==> config.mk <==
export PLATFORM = sky130hd
export DESIGN_NAME = if_fetch_ctrl
export DESIGN_NICKNAME = d
export VERILOG_FILES = /design/src/rtl/if_fetch_ctrl.sv
export SDC_FILE = /design/constraint.sdc
export NUM_CORES = 1
export LEC_CHECK = 0
export ABC_AREA = 0
export CAP_MARGIN = 20
export CORE_MARGIN = 8
export CORE_UTILIZATION = 45
export CTS_CLUSTER_DIAMETER = 200
export DETAILED_ROUTE_END_ITERATION = 10
export DONT_BUFFER_PORTS = 1
export GPL_ROUTABILITY_DRIVEN = 1
export MAX_ROUTING_LAYER = met4
export PLACE_DENSITY = 0.71
export SYNTH_ARGS = -nofsm -noshare
export SYNTH_HDL_FRONTEND = slang
export SYNTH_SLANG_ARGS = --single-unit
==> constraint.sdc <==
create_clock -name clk -period 2.8 [get_ports clk]
set_input_delay 0.56 -clock clk [delete_from_list [all_inputs] [get_ports clk]]
set_output_delay 0.56 -clock clk [all_outputs]
set_load 0.1 [all_outputs]
==> src/rtl/if_fetch_ctrl.sv <==
// -----------------------------------------------------------------------------
// if_fetch_ctrl
//
// IF-stage fetch sequencer. Owns the PC, drives a variable-latency instruction
// memory through a req/rdy handshake and produces the pcIn / instructionIn /
// freeze / flush controls for the IF/ID pipeline register.
//
// Ports
//   clk           clock, all state updates on the rising edge
//   rst           synchronous active-high reset
//   hazard        hazard-unit stall request (hold IF/ID)
//   branch_taken  branch resolved taken in EXE this cycle
//   branch_addr   branch target (bits [1:0] ignored)
//   imem_req      instruction memory request
//   imem_addr     instruction memory address
//   imem_rdy      memory returns data this cycle
//   imem_rdata    memory read data, valid with imem_rdy
//   if_pc         IF/ID pcIn, PC+4 of the delivered instruction
//   if_instr      IF/ID instructionIn
//   if_freeze     IF/ID freeze
//   if_flush      IF/ID flush
//   busy          fetch outstanding (state != S_HOLD)
//   perf_fetch_cnt / perf_stall_cnt  only with IF_FETCH_PERF_EN defined
//
// Build option
//   IF_FETCH_PERF_EN  adds saturating delivered-instruction and stall-cycle
//                     counters; functional behaviour is unchanged.
//
// state   | meaning
// --------+--------------------------------------------------------------
// S_REQ   | request at pc outstanding, deliver on rdy unless stalled
// S_HOLD  | word captured under hazard, waiting in instr_buf
// S_DRAIN | stale access at req_addr must complete, its data is discarded
// -----------------------------------------------------------------------------
module if_fetch_ctrl #(
    parameter int                ADDR_W   = 32,
    parameter logic [ADDR_W-1:0] RESET_PC = '0
) (
    input  logic              clk,
    input  logic              rst,
    input  logic              hazard,
    input  logic              branch_taken,
    input  logic [ADDR_W-1:0] branch_addr,
    output logic              imem_req,
    output logic [ADDR_W-1:0] imem_addr,
    input  logic              imem_rdy,
    input  logic [31:0]       imem_rdata,
    output logic [ADDR_W-1:0] if_pc,
    output logic [31:0]       if_instr,
    output logic              if_freeze,
    output logic              if_flush,
    output logic              busy
`ifdef IF_FETCH_PERF_EN
    ,
    output logic [31:0]       perf_fetch_cnt,
    output logic [31:0]       perf_stall_cnt
`endif
);

    typedef enum logic [1:0] {
        S_REQ   = 2'd0,
        S_HOLD  = 2'd1,
        S_DRAIN = 2'd2
    } state_t;

    state_t            state, state_nxt;
    logic [ADDR_W-1:0] pc, pc_nxt;
    logic [ADDR_W-1:0] req_addr, req_addr_nxt;
    logic [31:0]       instr_buf, instr_buf_nxt;

    logic [ADDR_W-1:0] pc_inc;
    logic [ADDR_W-1:0] br_tgt;

    assign pc_inc = pc + ADDR_W'(4);
    assign br_tgt = {branch_addr[ADDR_W-1:2], 2'b00};
    assign busy   = (state != S_HOLD);

    always_ff @(posedge clk) begin
        if (rst) begin
            state     <= S_REQ;
            pc        <= RESET_PC;
            req_addr  <= RESET_PC;
            instr_buf <= '0;
        end else begin
            state     <= state_nxt;
            pc        <= pc_nxt;
            req_addr  <= req_addr_nxt;
            instr_buf <= instr_buf_nxt;
        end
    end

    always_comb begin
        state_nxt     = state;
        pc_nxt        = pc;
        req_addr_nxt  = req_addr;
        instr_buf_nxt = instr_buf;
        imem_req      = 1'b0;
        imem_addr     = pc;
        if_freeze     = 1'b1;
        if_flush      = 1'b0;
        if_pc         = '0;
        if_instr      = '0;

        if (!rst) begin
            case (state)
                S_REQ: begin
                    imem_req  = 1'b1;
                    imem_addr = pc;
                    if (branch_taken) begin
                        if_flush = 1'b1;
                        pc_nxt   = br_tgt;
                        // A rdy in the same cycle completes the access, so
                        // nothing is left to drain.
                        if (!imem_rdy) begin
                            req_addr_nxt = pc;
                            state_nxt    = S_DRAIN;
                        end
                    end else if (imem_rdy && !hazard) begin
                        if_freeze = 1'b0;
                        if_pc     = pc_inc;
                        if_instr  = imem_rdata;
                        pc_nxt    = pc_inc;
                    end else if (imem_rdy) begin
                        instr_buf_nxt = imem_rdata;
                        state_nxt     = S_HOLD;
                    end
                end

                S_HOLD: begin
                    if (branch_taken) begin
                        if_flush  = 1'b1;
                        pc_nxt    = br_tgt;
                        state_nxt = S_REQ;
                    end else if (!hazard) begin
                        if_freeze = 1'b0;
                        if_pc     = pc_inc;
                        if_instr  = instr_buf;
                        pc_nxt    = pc_inc;
                        state_nxt = S_REQ;
                    end
                end

                S_DRAIN: begin
                    // Memory cannot cancel, so keep presenting the stale
                    // address until it answers.
                    imem_req  = 1'b1;
                    imem_addr = req_addr;
                    if (branch_taken) begin
                        if_flush = 1'b1;
                        pc_nxt   = br_tgt;
                    end
                    if (imem_rdy) begin
                        state_nxt = S_REQ;
                    end
                end

                default: begin
                    state_nxt = S_REQ;
                end
            endcase
        end
    end

`ifdef IF_FETCH_PERF_EN
    logic fetch_evt;
    logic stall_evt;

    assign fetch_evt = !rst && !if_freeze;
    assign stall_evt = !rst && if_freeze && !if_flush;

    always_ff @(posedge clk) begin
        if (rst) begin
            perf_fetch_cnt <= '0;
            perf_stall_cnt <= '0;
        end else begin
            if (fetch_evt && (perf_fetch_cnt != 32'hFFFF_FFFF)) begin
                perf_fetch_cnt <= perf_fetch_cnt + 32'd1;
            end
            if (stall_evt && (perf_stall_cnt != 32'hFFFF_FFFF)) begin
                perf_stall_cnt <= perf_stall_cnt + 32'd1;
            end
        end
    end
`endif

endmodule

==> summary.md <==
| Metric | Value |
|---|---|
| FP Rows | `40` |
| Post-Synth Adder-Cell Area | `0.00226` |
| Required @ worst endpoint | `2.24 ns` |
| Largest area contributor in the netlist | `dfxtp_1` |
| CP top delay family | `simple AND/OR/NAND/NOR gates` |
| Avg Vias per Cell | `6.03` |
| Final setup fails | `0` |
| Total power | `3720 µW` |
| Maximum level of the CTS H-tree | `3` |
| Synth Warn # | `0` |
| Reg2reg end | `pc[19]` |
| Proportion of layout cells with a drive suffix above 1 | `0.344` |
| Critical path cell sequence | `nand3_4 -> nor4_4 -> buf_6 -> nand4_1 -> xor2_2 -> nor2_4 -> buf_12` |
| Final Cycle Share | `0.974` |
| Post-route ant nets | `0` |
| Critical Path Max Stage Delay | `0.38 ns` |
| R2R setup slack | `0.64 ns` |
| CP startpoint | `pc[9]` |
| Drt pass-1 iters | `5` |
| Util after Layout | `0.658` |
| Pwr per Cell Area | `471 nW/µm²` |
| Post-synthesis cell type count | `59` |
| Post-synth top flop | `dfxtp_1` |
| Slew @ Worst Pin | `0.772 ns` |
| GRT Overall Usage | `0.232` |
| Synth Cell Area | `5550 µm²` |
| Commonest non-fill, non-tap cell in the layout | `nand2_1` |
| Critical path arrival | `2.17 ns` |
| WS Path Type | `flop to output port` |
| Largest family of logic cells by synthesized area | `simple AND/OR/NAND/NOR gates` |
| WL final | `18.9 mm` |
| Worst-path clk slew | `0.07 ns` |
| Final GP Congestion | `0.849` |
| Min Tclk post-route | `2.73 ns` |
| MaxCap Viol Count | `0` |
| DR vias | `5,940` |
| Yosys top cell area share | `0.339` |
| Diode count | `0` |
| Global route total overflow | `0` |
| Finished Layout Cells | `985` |
| Core area | `12,000 µm²` |
| Crit end category | `output port` |
| Sink Count | `94` |
| #FFs+latches synth | `94` |
| Worst r2r src | `state[1]` |
| Synthesized instance count | `773` |
| Post-DR wirelength/cell | `19.2 µm` |
| EDFF count, synth | `0` |
| Worst-Skew Late Latency | `0.34 ns` |
| Post-Synth Simple-Gate Area | `0.277` |
| Hpwl dp | `12.9 mm` |
| # nets final | `903` |
| WP buf/inv | `2` |
| Drt first-iter violations | `388` |
| Synth async-reset ratio | `0` |
| Area grow syn2layout | `42.5%` |
| Initial antenna violation count | `0` |
| Pleak | `0.00281 µW` |
| Worst VDD drop | `0.000380 V` |
| Clock Tree Buf Depth | `2` |
| CTS root buf | `clkbuf_16` |
| Rel. slew slack | `0.486` |
| Critical path capture point | `if_pc[31]` |
| Starting Density | `0.462` |
| Status | `completed` |
| Final hold vios | `0` |
| Synth Area in XOR/XNOR | `0.0426` |
| Pins Over Slew Limit | `0` |
| RSZ-0062 raised after global routing | `true` |
| Largest net degree at the start of global routing | `99` |
| Worst Path Max Fanout | `9` |
| Sequential element share of the synthesized area | `0.339` |
| Port Buffers | `0` |
| Worst Reg-to-Reg Cells | `6` |
| Synth Area per Inst | `7.17 µm²` |
| # DRC | `0` |
| Max Fclk | `0.367 GHz` |
| CTS tree | `yes` |
| Vias in the first global route | `5,850` |
| Compound-Gate Fraction of Synth Area | `0.211` |
| Synth area leaders | `dfxtp_1 34%, nand2_1 11%, a21oi_1 7.0%` |
| Stages on worst setup path | `7` |
| Total CTS buffers | `9` |
| Hold Path Class | `input port to flop` |
| Placed cell count | `950` |
| Die area | `16,100 µm²` |
| Worst path slowest cell | `dfxtp_2` |
| Global-route wire length before repair | `29.8 mm` |
| IO Count | `169` |
| Die Width | `127 µm` |
| Worst Skew | `0.00819 ns` |
| CP startpoint kind | `flop` |
| Mux cell area share after synthesis | `0.0557` |
| DIE HEIGHT | `127 µm` |
| Most frequent cells in the layout | `160 x nand2_1, 80 x buf_4, 77 x a21oi_1` |
## layout make-up
type	instances	area, µm²
Timing Repair Buffer	130	1580
Clock buffer	11	253
Fill cell	950	4110
Sequential cell	94	1920
Multi-Input combinational cell	587	3870
Tap cell	147	184
Clock inverter	5	56.3
Inverter	11	41.3
## what timing repair did
item	CTS	global route
resized for setup	21	22
pin swaps	4	9
hold buffers	0	0
setup endpoints to repair	13	38
buffers inserted	8	11
## routing by layer
metal,up-vias,global-route usage,share of wire
met5,-,-,0
met4,0,0.105,0.033
met3,51,0.0570,0.080
met2,282,0.378,0.49
met1,2837,0.266,0.39
li1,2770,-,-
## where the power goes
group,internal [µW],switching [µW],total [µW]
Clock,741,536,1280
Sequential,1400,59.0,1450
Combinational,289,703,992
Total,2430,1300,3720
## state kept, by name, summed over array words and instances (netlist names)
name,cells
instr_buf,32
pc,30
req_addr,30
state,2
## logic make-up (layout without fill, tap and decap cells)
logic type               count (synthesis)  in the layout
multiplexers                            28             28
flip-flops                              94             94
other                                    1              4
adder cells (fa/ha/maj)                  1              1
AO/OA/AOI/OAI                          189            189
XOR/XNOR                                27             27
AND/OR/NAND/NOR                        338            338
buffers and inverters                   95            157
## worst min-delay path by stage
| stage | endpoint | cells past startpoint | from |
|---|---|---|---|
| after global placement | req_addr[3] | 2 | req_addr[3] |
| after CTS | instr_buf[2] | 1 | rst |
| after detailed placement | req_addr[23] | 2 | req_addr[23] |
| final | instr_buf[2] | 1 | rst |
| after floorplan | req_addr[28] | 2 | req_addr[28] |
| after global routing | instr_buf[2] | 1 | rst |
## per-stage QoR
step	hold slack [ns]	cell area [µm²]	setup WS (ns)	TNS, ns
5_1_grt	0.279	7900	-0.0371	-0.0816
4_1_cts	0.273	7750	-0.0737	-0.0981
3_3_place_gp	0.433	7310	0.231	0
2_1_floorplan	0.433	5960	-0.423	-13.29
3_5_place_dp	0.440	7310	0.202	0
6_report	0.285	7900	0.0740	0
## cells in the mapped netlist (3+ instances only)
cell type  instances
xnor2_1           13
a22oi_1           41
clkbuf_1          62
o22ai_1            4
o21ai_0           27
mux2i_1            5
nor4_1             9
nand4_1           10
o31a_1             4
and2_1             4
buf_4              5
a21oi_1           78
nor2_1            84
a21o_1             5
nand2_1          162
a211oi_1           3
nand3_1           21
nand2b_1           6
o31ai_1            3
buf_1              3
nor2b_1            3
dfxtp_1           94
inv_1             11
a31oi_1            6
and3_1             5
buf_2             13
xor2_1            14
a22o_1             5
mux2_2            23
nor3_1            13
nor4b_1            3
## worst register-to-register path: stages, from the launching register on
cell	delay, ns
dfxtp_1	0.39
nor2b_1	0.19
buf_4	0.19
or2_2	0.29
buf_4	0.28
or4_1	0.57
a31oi_1	0.17
(Power assumes the default switching activity.)
==> RTL change, RTL diff (same settings) <==
Set the parameter `ADDR_W` to 16 (it was 32).
--- a/src/rtl/if_fetch_ctrl.sv
+++ b/src/rtl/if_fetch_ctrl.sv
@@ -33,7 +33,7 @@
 // S_DRAIN | stale access at req_addr must complete, its data is discarded
 // -----------------------------------------------------------------------------
 module if_fetch_ctrl #(
-    parameter int                ADDR_W   = 32,
+    parameter int                ADDR_W   = 16,
     parameter logic [ADDR_W-1:0] RESET_PC = '0
 ) (
     input  logic              clk,
Interface: changed (resized branch_addr, if_pc and imem_addr); port bits go from 169 to 121. No check against the original RTL was run, so the function may have changed too.
==> RTL change against the unedited design <==
Worst hold slack improved by 6.6 ps; total power decreased by 35%; clock power decreased by 32%; synthesized area decreased by 37%; die area decreased by 33%; sequential cell count decreased by 32; global-route usage decreased by 3.4 points; largest power group unchanged; setup slack got worse by 53 ps; largest cell class unchanged; combinational power decreased by 39%; routed wire length decreased by 42%; maximum frequency decreased by 1.9%; final area decreased by 34%; via count decreased by 38%.
==> RTL change: results (changes against the unedited design) <==
Global route
  – Total track usage: 19.76% (-3.4 points)
  – Pin count of the biggest net entering global routing: 70 (-29%)
  – First-pass GRT wire length: 17570 microns (-41%)

Clock network
  – CTS root buffer: clkbuf_8
  – Post_cts resized: 0 (-100%)
  – Postcts setup bufs: 0 (-8)
  – Worst-Skew Late Latency: 330 ps

Placement
  – Routability Congestion: 0.8683 (+2.3%)
  – Post-Place Cells: 619 (-35%)

Drt
  – Routed vias: 3689 (-38%)
  – Iteration-0 DRC Markers: 248 (-36%)

Layout
  – Final Non-Filler Cells: 635 (-36%)
  – FILL cells: 584 (-39%)
  – Top Registers: instr_buf (32), pc (14), req_addr (14)
  – Final nets: 582 (-36%)

Run status
  – Status: complete, no violations

Power
  – Maximum VDD drop: 0.2915 mV (-23%)
  – Pleak: 1.754 nW (-38%)

STA
  – Clock Skew: 4.141 ps (-4.045 ps)
  – Worst-margin pin slew: 969.9 ps (+198.2 ps)

Synth
  – Sequential area share after synthesis: 35.68% (+1.7 points)
  – Synthesized area per cell: 7.202 sq um (+0.39%)
  – Yosys cell types: 48 (-19%)
  – Top post-synthesis cells by count: nand2_1, dfxtp_1, a21oi_1

Setup path
  – R2R depth: 5 (-1)
  – CP max stage delay: 730 ps (+350 ps)
  – Critical Path Start: state[1]
  – Slowest cell on crit path: or4_2
[RTL change: layer usage]
layer | wire, microns | GRT usage [%] | vias to the layer above
li1 | - | - | 1757
met1 | 4321 | 22.96 | 1735
met2 | 5490 | 32.22 | 175
met3 | 947 | 5.266 | 22
met4 | 212 | 6.929 | 0
met5 | 0 | - | -
[RTL change: final cells by class]
class | instances | area [sq um] | area share (%)
timing repair buffer | 78 | 1349 | 25.93
tap | 102 | 127.6 | 2.454
sequential | 62 | 1244 | 23.91
clock buffer | 9 | 123.9 | 2.382
clock inverter | 7 | 97.59 | 1.876
inverter | 10 | 37.54 | 0.7217
multi-input combinational | 367 | 2222 | 42.72
[RTL change: power by group]
part	leakage, nW	switching, mW	internal, mW
Clock	0.106	0.369	0.504
Combinational	1.14	0.410	0.195
Sequential	0.505	0.0389	0.919
[RTL change: worst paths after layout]
check                           slack (ps)           end
worst max-delay path                    20      if_pc[5]
worst min-delay path                   290         pc[3]
worst max register to register         520        pc[10]
worst min register to register         450  req_addr[14]
[RTL change: stage by stage]
step	utilization [%]	cell area [sq um]
CTS	68.34	5199
finish	68.37	5201
detailed placement	65.43	4977
global route	68.37	5201
floorplan	-	3649
global placement	65.43	4977
[RTL change: cell families (layout without fill, tap and decap cells)]
| group | Yosys count | count (layout) | share of synthesized area (%) |
|---|---|---|---|
| other | 1 | 4 | 0.1078 |
| xor gates and xnor gates | 11 | 11 | 2.770 |
| buffers and inverters | 57 | 104 | 7.554 |
| adders and majority gates | 1 | 1 | 0.3597 |
| and+or+nand+nor | 214 | 214 | 27.30 |
| AOI/OAI and AO/OA | 127 | 127 | 23.06 |
| DFF | 62 | 62 | 35.68 |
| muxes | 10 | 10 | 3.166 |
